### src/rtl/lsu_pkg.sv
// Shared types and constants for the load/store unit: FSM states, Funct3
// access-size codes, the default bus timeout and the access legality rule.
package lsu_pkg;

    typedef enum logic [1:0] {
        IDLE = 2'd0,
        REQ  = 2'd1,
        WAIT = 2'd2,
        DONE = 2'd3
    } lsu_state_e;

    localparam logic [2:0] F3_B  = 3'b000;
    localparam logic [2:0] F3_H  = 3'b001;
    localparam logic [2:0] F3_W  = 3'b010;
    localparam logic [2:0] F3_BU = 3'b100;
    localparam logic [2:0] F3_HU = 3'b101;

    localparam int LSU_TIMEOUT_DEFAULT = 255;

    // Exactly one of load/store, a known size code, no unsigned stores, natural alignment.
    function automatic logic lsu_access_legal(
        input logic       rd,
        input logic       wr,
        input logic [2:0] f3,
        input logic [1:0] off
    );
        logic size_ok;
        logic align_ok;
        size_ok = (f3 == F3_B) || (f3 == F3_H) || (f3 == F3_W) ||
                  (f3 == F3_BU) || (f3 == F3_HU);
        case (f3[1:0])
            2'b00:   align_ok = 1'b1;
            2'b01:   align_ok = ~off[0];
            2'b10:   align_ok = (off == 2'b00);
            default: align_ok = 1'b0;
        endcase
        return (rd ^ wr) && size_ok && align_ok && !(wr && f3[2]);
    endfunction

endpackage

### src/rtl/lsu_if.sv
// Memory-side bus of the load/store unit: one request/grant channel plus a
// read-data return channel.
interface lsu_if;
    logic        BusReq;
    logic        BusWe;
    logic [31:0] BusAddr;
    logic [31:0] BusWData;
    logic [3:0]  BusBe;
    logic        BusGnt;
    logic        BusRValid;
    logic [31:0] BusRData;

    modport master (
        output BusReq, BusWe, BusAddr, BusWData, BusBe,
        input  BusGnt, BusRValid, BusRData
    );

    modport slave (
        input  BusReq, BusWe, BusAddr, BusWData, BusBe,
        output BusGnt, BusRValid, BusRData
    );
endinterface

### src/rtl/lsu_align.sv
// Combinational byte-lane steering: store byte enables and lane replication,
// plus load lane selection with sign/zero extension.
module lsu_align
    import lsu_pkg::*;
(
    input  logic [2:0]  funct3_i,
    input  logic [1:0]  off_i,
    input  logic [31:0] wdata_i,
    input  logic [31:0] rword_i,
    output logic [3:0]  be_o,
    output logic [31:0] wdata_o,
    output logic [31:0] rdata_o
);

    logic [7:0]  lane_byte [4];
    logic [7:0]  sel_byte;
    logic [15:0] sel_half;

    generate
        for (genvar gi = 0; gi < 4; gi++) begin : g_lane
            assign lane_byte[gi] = rword_i[8*gi +: 8];

            assign be_o[gi] = (funct3_i[1:0] == 2'b00) ? (off_i == 2'(gi)) :
                              (funct3_i[1:0] == 2'b01) ? (off_i[1] == 1'(gi / 2)) :
                                                         1'b1;

            // Byte stores copy lane 0 everywhere, halfword stores copy the low halfword.
            assign wdata_o[8*gi +: 8] = (funct3_i[1:0] == 2'b00) ? wdata_i[7:0] :
                                        (funct3_i[1:0] == 2'b01) ? wdata_i[8*(gi%2) +: 8] :
                                                                   wdata_i[8*gi +: 8];
        end
    endgenerate

    assign sel_byte = lane_byte[off_i];
    assign sel_half = off_i[1] ? rword_i[31:16] : rword_i[15:0];

    always_comb begin
        rdata_o = rword_i;
        case (funct3_i)
            F3_B:    rdata_o = {{24{sel_byte[7]}}, sel_byte};
            F3_BU:   rdata_o = {24'h0, sel_byte};
            F3_H:    rdata_o = {{16{sel_half[15]}}, sel_half};
            F3_HU:   rdata_o = {16'h0, sel_half};
            default: rdata_o = rword_i;
        endcase
    end

endmodule

### src/rtl/load_store_unit.sv
// Load/store unit: turns one datapath load/store into a single bus access,
// stalling the pipeline until it completes, faults or times out.
module load_store_unit
    import lsu_pkg::*;
#(
    parameter int TIMEOUT = LSU_TIMEOUT_DEFAULT
) (
    input  logic        clk,
    input  logic        reset,
    input  logic        MemRead,
    input  logic        MemWrite,
    input  logic [2:0]  Funct3,
    input  logic [31:0] Addr,
    input  logic [31:0] WriteData,
    output logic [31:0] ReadData,
    output logic        Stall,
    output logic        AccessErr,
    lsu_if.master       bus
);

    localparam int CNT_W = $clog2(TIMEOUT + 1);

    lsu_state_e       state_q, state_d;
    logic [CNT_W-1:0] cnt_q, cnt_d;
    logic [29:0]      word_q, word_d;
    logic [3:0]       be_q, be_d;
    logic [31:0]      wdata_q, wdata_d;
    logic             we_q, we_d;
    logic [2:0]       f3_q, f3_d;
    logic [1:0]       off_q, off_d;
    logic [31:0]      rdata_q, rdata_d;

    logic        access_req;
    logic        access_legal;
    logic        timed_out;
    logic        req_c;
    logic        err_c;
    logic [2:0]  align_f3;
    logic [1:0]  align_off;
    logic [3:0]  align_be;
    logic [31:0] align_wdata;
    logic [31:0] align_rdata;

    assign access_req   = MemRead | MemWrite;
    assign access_legal = lsu_access_legal(MemRead, MemWrite, Funct3, Addr[1:0]);
    assign timed_out    = (cnt_q == CNT_W'(TIMEOUT));

    // The single aligner serves the incoming store in IDLE and the latched load afterwards.
    assign align_f3  = (state_q == IDLE) ? Funct3    : f3_q;
    assign align_off = (state_q == IDLE) ? Addr[1:0] : off_q;

    lsu_align u_align (
        .funct3_i (align_f3),
        .off_i    (align_off),
        .wdata_i  (WriteData),
        .rword_i  (bus.BusRData),
        .be_o     (align_be),
        .wdata_o  (align_wdata),
        .rdata_o  (align_rdata)
    );

    always_ff @(posedge clk) begin
        if (reset) begin
            state_q <= IDLE;
            cnt_q   <= '0;
            word_q  <= '0;
            be_q    <= '0;
            wdata_q <= '0;
            we_q    <= 1'b0;
            f3_q    <= '0;
            off_q   <= '0;
            rdata_q <= '0;
        end else begin
            state_q <= state_d;
            cnt_q   <= cnt_d;
            word_q  <= word_d;
            be_q    <= be_d;
            wdata_q <= wdata_d;
            we_q    <= we_d;
            f3_q    <= f3_d;
            off_q   <= off_d;
            rdata_q <= rdata_d;
        end
    end

    always_comb begin
        state_d = state_q;
        cnt_d   = cnt_q;
        word_d  = word_q;
        be_d    = be_q;
        wdata_d = wdata_q;
        we_d    = we_q;
        f3_d    = f3_q;
        off_d   = off_q;
        rdata_d = rdata_q;
        req_c   = 1'b0;
        err_c   = 1'b0;
        case (state_q)
            IDLE: begin
                if (access_req) begin
                    if (access_legal) begin
                        word_d  = Addr[31:2];
                        be_d    = align_be;
                        wdata_d = align_wdata;
                        we_d    = MemWrite;
                        f3_d    = Funct3;
                        off_d   = Addr[1:0];
                        rdata_d = '0;
                        cnt_d   = '0;
                        state_d = REQ;
                    end else begin
                        err_c = 1'b1;
                    end
                end
            end
            REQ: begin
                if (timed_out) begin
                    err_c   = 1'b1;
                    state_d = DONE;
                end else begin
                    req_c = 1'b1;
                    cnt_d = cnt_q + CNT_W'(1);
                    if (bus.BusGnt) begin
                        state_d = we_q ? DONE : WAIT;
                    end
                end
            end
            WAIT: begin
                if (timed_out) begin
                    err_c   = 1'b1;
                    state_d = DONE;
                end else begin
                    cnt_d = cnt_q + CNT_W'(1);
                    if (bus.BusRValid) begin
                        rdata_d = align_rdata;
                        state_d = DONE;
                    end
                end
            end
            DONE:    state_d = IDLE;
            default: state_d = IDLE;
        endcase
    end

    // While reset is high the unit looks like an idle unit with cleared latches.
    assign Stall         = (reset || state_q == IDLE) ? (access_req & access_legal)
                                                      : (state_q == REQ || state_q == WAIT);
    assign AccessErr     = err_c & ~reset;
    assign ReadData      = (state_q == DONE && !reset) ? rdata_q : 32'h0;
    assign bus.BusReq    = req_c & ~reset;
    assign bus.BusWe     = we_q & ~reset;
    assign bus.BusAddr   = reset ? 32'h0 : {word_q, 2'b00};
    assign bus.BusWData  = reset ? 32'h0 : wdata_q;
    assign bus.BusBe     = reset ? 4'h0  : be_q;

endmodule

### src/flat_wrapper.sv
// flat-port wrapper written by rule: the top's interface ports become plain ports
module load_store_unit_flat import lsu_pkg::*;
#(
    parameter int TIMEOUT = LSU_TIMEOUT_DEFAULT
)
  (clk, reset, MemRead, MemWrite, Funct3, Addr, WriteData, ReadData, Stall, AccessErr, bus_BusReq, bus_BusWe, bus_BusAddr, bus_BusWData, bus_BusBe, bus_BusGnt, bus_BusRValid, bus_BusRData);
  lsu_if bus_i ();
  input  logic clk;
  input  logic reset;
  input  logic MemRead;
  input  logic MemWrite;
  input  logic [2:0] Funct3;
  input  logic [31:0] Addr;
  input  logic [31:0] WriteData;
  output logic [31:0] ReadData;
  output logic Stall;
  output logic AccessErr;
  output wire logic [$bits(bus_i.BusReq)-1:0] bus_BusReq;
  output wire logic [$bits(bus_i.BusWe)-1:0] bus_BusWe;
  output wire logic [$bits(bus_i.BusAddr)-1:0] bus_BusAddr;
  output wire logic [$bits(bus_i.BusWData)-1:0] bus_BusWData;
  output wire logic [$bits(bus_i.BusBe)-1:0] bus_BusBe;
  input wire logic [$bits(bus_i.BusGnt)-1:0] bus_BusGnt;
  input wire logic [$bits(bus_i.BusRValid)-1:0] bus_BusRValid;
  input wire logic [$bits(bus_i.BusRData)-1:0] bus_BusRData;
  assign bus_BusReq = bus_i.BusReq;
  assign bus_BusWe = bus_i.BusWe;
  assign bus_BusAddr = bus_i.BusAddr;
  assign bus_BusWData = bus_i.BusWData;
  assign bus_BusBe = bus_i.BusBe;
  assign bus_i.BusGnt = bus_BusGnt;
  assign bus_i.BusRValid = bus_BusRValid;
  assign bus_i.BusRData = bus_BusRData;
  load_store_unit #(.TIMEOUT(TIMEOUT)) u_core (.clk(clk), .reset(reset), .MemRead(MemRead), .MemWrite(MemWrite), .Funct3(Funct3), .Addr(Addr), .WriteData(WriteData), .ReadData(ReadData), .Stall(Stall), .AccessErr(AccessErr), .bus(bus_i));
endmodule
### config.mk
export PLATFORM = sky130hd
export DESIGN_NAME = load_store_unit_flat
export DESIGN_NICKNAME = d
export VERILOG_FILES = /design/src/rtl/lsu_pkg.sv /design/src/rtl/lsu_if.sv /design/src/rtl/lsu_align.sv /design/src/rtl/load_store_unit.sv /design/src/flat_wrapper.sv
export SDC_FILE = /design/constraint.sdc
export NUM_CORES = 1
export LEC_CHECK = 0
export ABC_CLOCK_PERIOD_IN_PS = 4800
export BUFFER_PORTS_ARGS = -buffer_cell sky130_fd_sc_hd__buf_2
export CAP_MARGIN = 20
export CORE_MARGIN = 4
export CORE_UTILIZATION = 55
export DETAILED_ROUTE_END_ITERATION = 10
export HOLD_SLACK_MARGIN = 0.1
export PLACE_DENSITY = 0.86
export SLEW_MARGIN = 5
export SYNTH_ARGS = -nofsm -noshare
export SYNTH_HDL_FRONTEND = slang
export SYNTH_SLANG_ARGS = --single-unit
### constraint.sdc
create_clock -name clk -period 4.8 [get_ports clk]
set_input_delay 0.24 -clock clk [delete_from_list [all_inputs] [get_ports clk]]
set_output_delay 0.24 -clock clk [all_outputs]
set_load 0.05 [all_outputs]
==> impl_metrics.json <==
{
  "clock_skew_ns": 0.00928,
  "synth_cells": 788,
  "comb_power_share": 0.358,
  "slowest_stage": "o211a_4",
  "hold_slack_ns": 0.112,
  "ant_nets": 0,
  "status": "finished, final reports clean",
  "path_cells": "inv_1, ha_1, nor2b_1, o211a_4, nor2_1, a311oi_1, dlygate4sd3_1",
  "worst_ep_arrival_time_ns": 3.92,
  "drc_errors": 0,
  "fillerInstances": 698,
  "tritoncts": "built",
  "rsz0062_at_grt": "false",
  "vias_per_cell": 5.80,
  "num_vias": 6904,
  "grt_util_all_layers": 0.308,
  "ctsResizeCount": 0,
  "die_h_microns": 114,
  "grt_use_met2": 0.508,
  "cts_made_buffers": 17,
  "dieArea_sq_um": 12900,
  "grtUsageMet1": 0.359,
  "dp_slack_ns": 1.70,
  "crit_path_start_kind": "flop",
  "cp_top_family": "compound AO/OA/AOI/OAI gates",
  "synth_area_leaders": "dfxtp_1 (37%), nand2_1 (8.9%), nor2b_1 (7.5%)",
  "ys_warn_count": 0,
  "layout_setup_ws_ns": 1.33,
  "portBuffers": 206,
  "gr-total-overflow": 0,
  "postCtsSetupBuffers": 0,
  "cts_buffer_depth": 2,
  "clk_latency_ns": 0.52,
  "min_period_ns": 3.47,
  "avgSynthCellArea_sq_um": 7.80,
  "grt_pass1_vias": 6725,
  "start_util": 0.565,
  "clock.fmax_ghz": 0.288,
  "worstMarginPinSlew_ns": 1.08,
  "use_met3": 0.0886,
  "power_density_nw_per_um2": 434,
  "pwr-share-clk": 0.354,
  "power_leakage_nw": 3.65,
  "globalplace.congestion": 0.864,
  "hold_viol": 0,
  "slew_viol_final": 0,
  "yosysTopAreaCell": "dfxtp_1",
  "crit_fanout": 84,
  "antenna_found_initial": 0,
  "busiest_layer": "met2",
  "multi_input_area_sq_um": 3550,
  "swShare": 0.389,
  "dr.pass1.iters": 5,
  "root_buffer": "clkbuf_8",
  "cts.sinks": 114,
  "hp-class": "primary input to flop",
  "worst-path-buf-inv": 2,
  "p_int_mw": 2.26,
  "drv_cap": 0,
  "die_w_microns": 114,
  "drive_above_1_share": 0.251,
  "cp_slowest_stage_delay_ns": 0.81,
  "core_area_sq_um": 10900,
  "async_reset_ff_frac": 0,
  "fin_setup_tns_ns": 0,
  "pin_count": 209,
  "dp_hpwl_microns": 12100,
  "end_kind": "flop",
  "layout_common_cells": "buf_2 (205), nand2_1 (145), dfxtp_1 (114), dlygate4sd3_1 (77), nor2b_1 (74)",
  "cp_data_required_time_ns": 5.25,
  "rows": 38,
  "path_clk_slew_ns": 0.06,
  "synth_cell_type_count": 61,
  "grt_pass1_wl_microns": 32400,
  "synth_top_area_frac": 0.371,
  "syn-cell-area_sq_um": 6150,
  "htree_levels": 4,
  "drt-initial-drc-count": 548,
  "synth-seq-cells": 114,
  "ys_seq_area_frac": 0.371,
  "grt_max_degree": 108,
  "wirelength_microns": 20300,
  "synthFlopType": "dfxtp_1",
  "path_class": "flop to flop",
  "wire_per_inst_microns": 17.0,
  "antenna_cells": 0,
  "vdd_drop_max_uv": 378,
  "finalSetupViolCount": 0,
  "regArea_sq_um": 2280,
  "final_common_cell": "buf_2",
  "synth_edf_count": 0,
  "switchingPower_mw": 1.44,
  "timing.final.crit_share": 0.723,
  "syn_to_final_growth_pct": 38.7,
  "p_seq_frac": 0.287,
  "slew_headroom": 0.278,
  "nets": 1149
}
==> metrics by stage <==
step                area [sq um]  utilization  total power, mW  instances
floorplan                   6150            -             2.05        789
global placement            7150        0.657             2.30       1081
detailed placement          7150        0.657             2.31       1081
CTS                         8530        0.783             3.66       1190
global route                8530        0.783             3.87       1190
finish                      8530        0.783             3.70       1190
==> worst min-delay path: stages <==
cell and delay, ns:
buf_2 0.12, o21ai_0 0.09, o21ai_1 0.13
==> final timing paths <==
kind	from	to	slack, ns	depth (start not counted)
worst min register to register	u_core.rdata_q[13]$_SDFFE_PP0P_	u_core.rdata_q[13]$_SDFFE_PP0P_	0.45	2
worst min-delay path	bus_BusRData[12]	u_core.rdata_q[12]$_SDFFE_PP0P_	0.11	3
worst max-delay path	u_core.state_q[0]$_SDFFE_PP0P_	u_core.wdata_q[18]$_SDFFE_PP0P_	1.33	7
worst max register to register	u_core.state_q[0]$_SDFFE_PP0P_	u_core.wdata_q[18]$_SDFFE_PP0P_	1.33	7
==> final cells by class <==
type,instances,share of cell area
Tap cell,140,0.0205
Clock inverter,15,0.0227
Timing Repair Buffer,291,0.219
Inverter,12,0.00528
Multi-Input combinational cell,601,0.417
Sequential cell,114,0.268
Clock buffer,17,0.0486
==> cell usage after synthesis, types with 2 or more instances <==
| cell | n |
|---|---|
| o32ai_1 | 6 |
| mux2_2 | 3 |
| ha_1 | 7 |
| nor3b_1 | 3 |
| a21o_1 | 3 |
| nor4_1 | 2 |
| a21oi_1 | 65 |
| dfxtp_1 | 114 |
| and2_1 | 33 |
| a311oi_1 | 8 |
| o21ai_0 | 37 |
| a22oi_1 | 12 |
| buf_2 | 7 |
| mux2i_1 | 12 |
| o31ai_1 | 3 |
| inv_1 | 12 |
| o21a_1 | 7 |
| buf_4 | 6 |
| nand2_1 | 145 |
| o21ai_1 | 13 |
| a211oi_1 | 17 |
| nor2_1 | 38 |
| nand3_1 | 5 |
| a2111oi_0 | 2 |
| nand3b_1 | 2 |
| nor2b_1 | 74 |
| o211ai_1 | 6 |
| a31oi_1 | 6 |
| nand2b_1 | 26 |
| nor3_1 | 11 |
| a32oi_1 | 17 |
| buf_6 | 4 |
| or4_1 | 5 |
| clkbuf_1 | 41 |
| a22o_1 | 8 |
| buf_1 | 3 |
==> state kept, by name (all words and copies together), names as in the netlist <==
| signal | cells |
|---|---|
| u_core.f3_q | 3 |
| u_core.rdata_q | 32 |
| u_core.word_q | 30 |
| u_core.wdata_q | 32 |
| u_core.be_q | 4 |
| u_core.state_q | 2 |
| u_core.we_q | 1 |
| u_core.off_q | 2 |
| u_core.cnt_q | 8 |
==> kinds of logic (layout without fill, tap and decap cells) <==
kind of cell    Yosys count  count (layout)  synth area share
compound gates          223             223             0.244
fa+ha+maj                 7               7            0.0142
buf+inv                  74             335            0.0553
flops                   114             114             0.371
mux                      16              16            0.0275
other cells               1               2          0.000610
simple gates            353             353             0.287
==> power by group through the flow <==
stage	sequential, mW	clock [mW]	combinational, mW
after floorplan	1.07	0	0.982
after global placement	1.08	0	1.22
after detailed placement	1.08	0	1.23
after CTS	1.06	1.31	1.29
after global routing	1.07	1.36	1.44
final	1.06	1.31	1.33
==> layer usage <==
layer  vias to the layer above  wire, microns
met5                         -              0
met1                      3187           7750
met4                         0            930
met3                       102           1660
li1                       3243              -
met2                       372           9940
==> timing repair <==
| action | in CTS | in global routing |
|---|---|---|
| hold buffers | 77 | 0 |
| setup endpoints to repair | 0 | 0 |
| hold endpoints to repair | 73 | 0 |
Note: power is estimated with default switching activity, not from simulation.
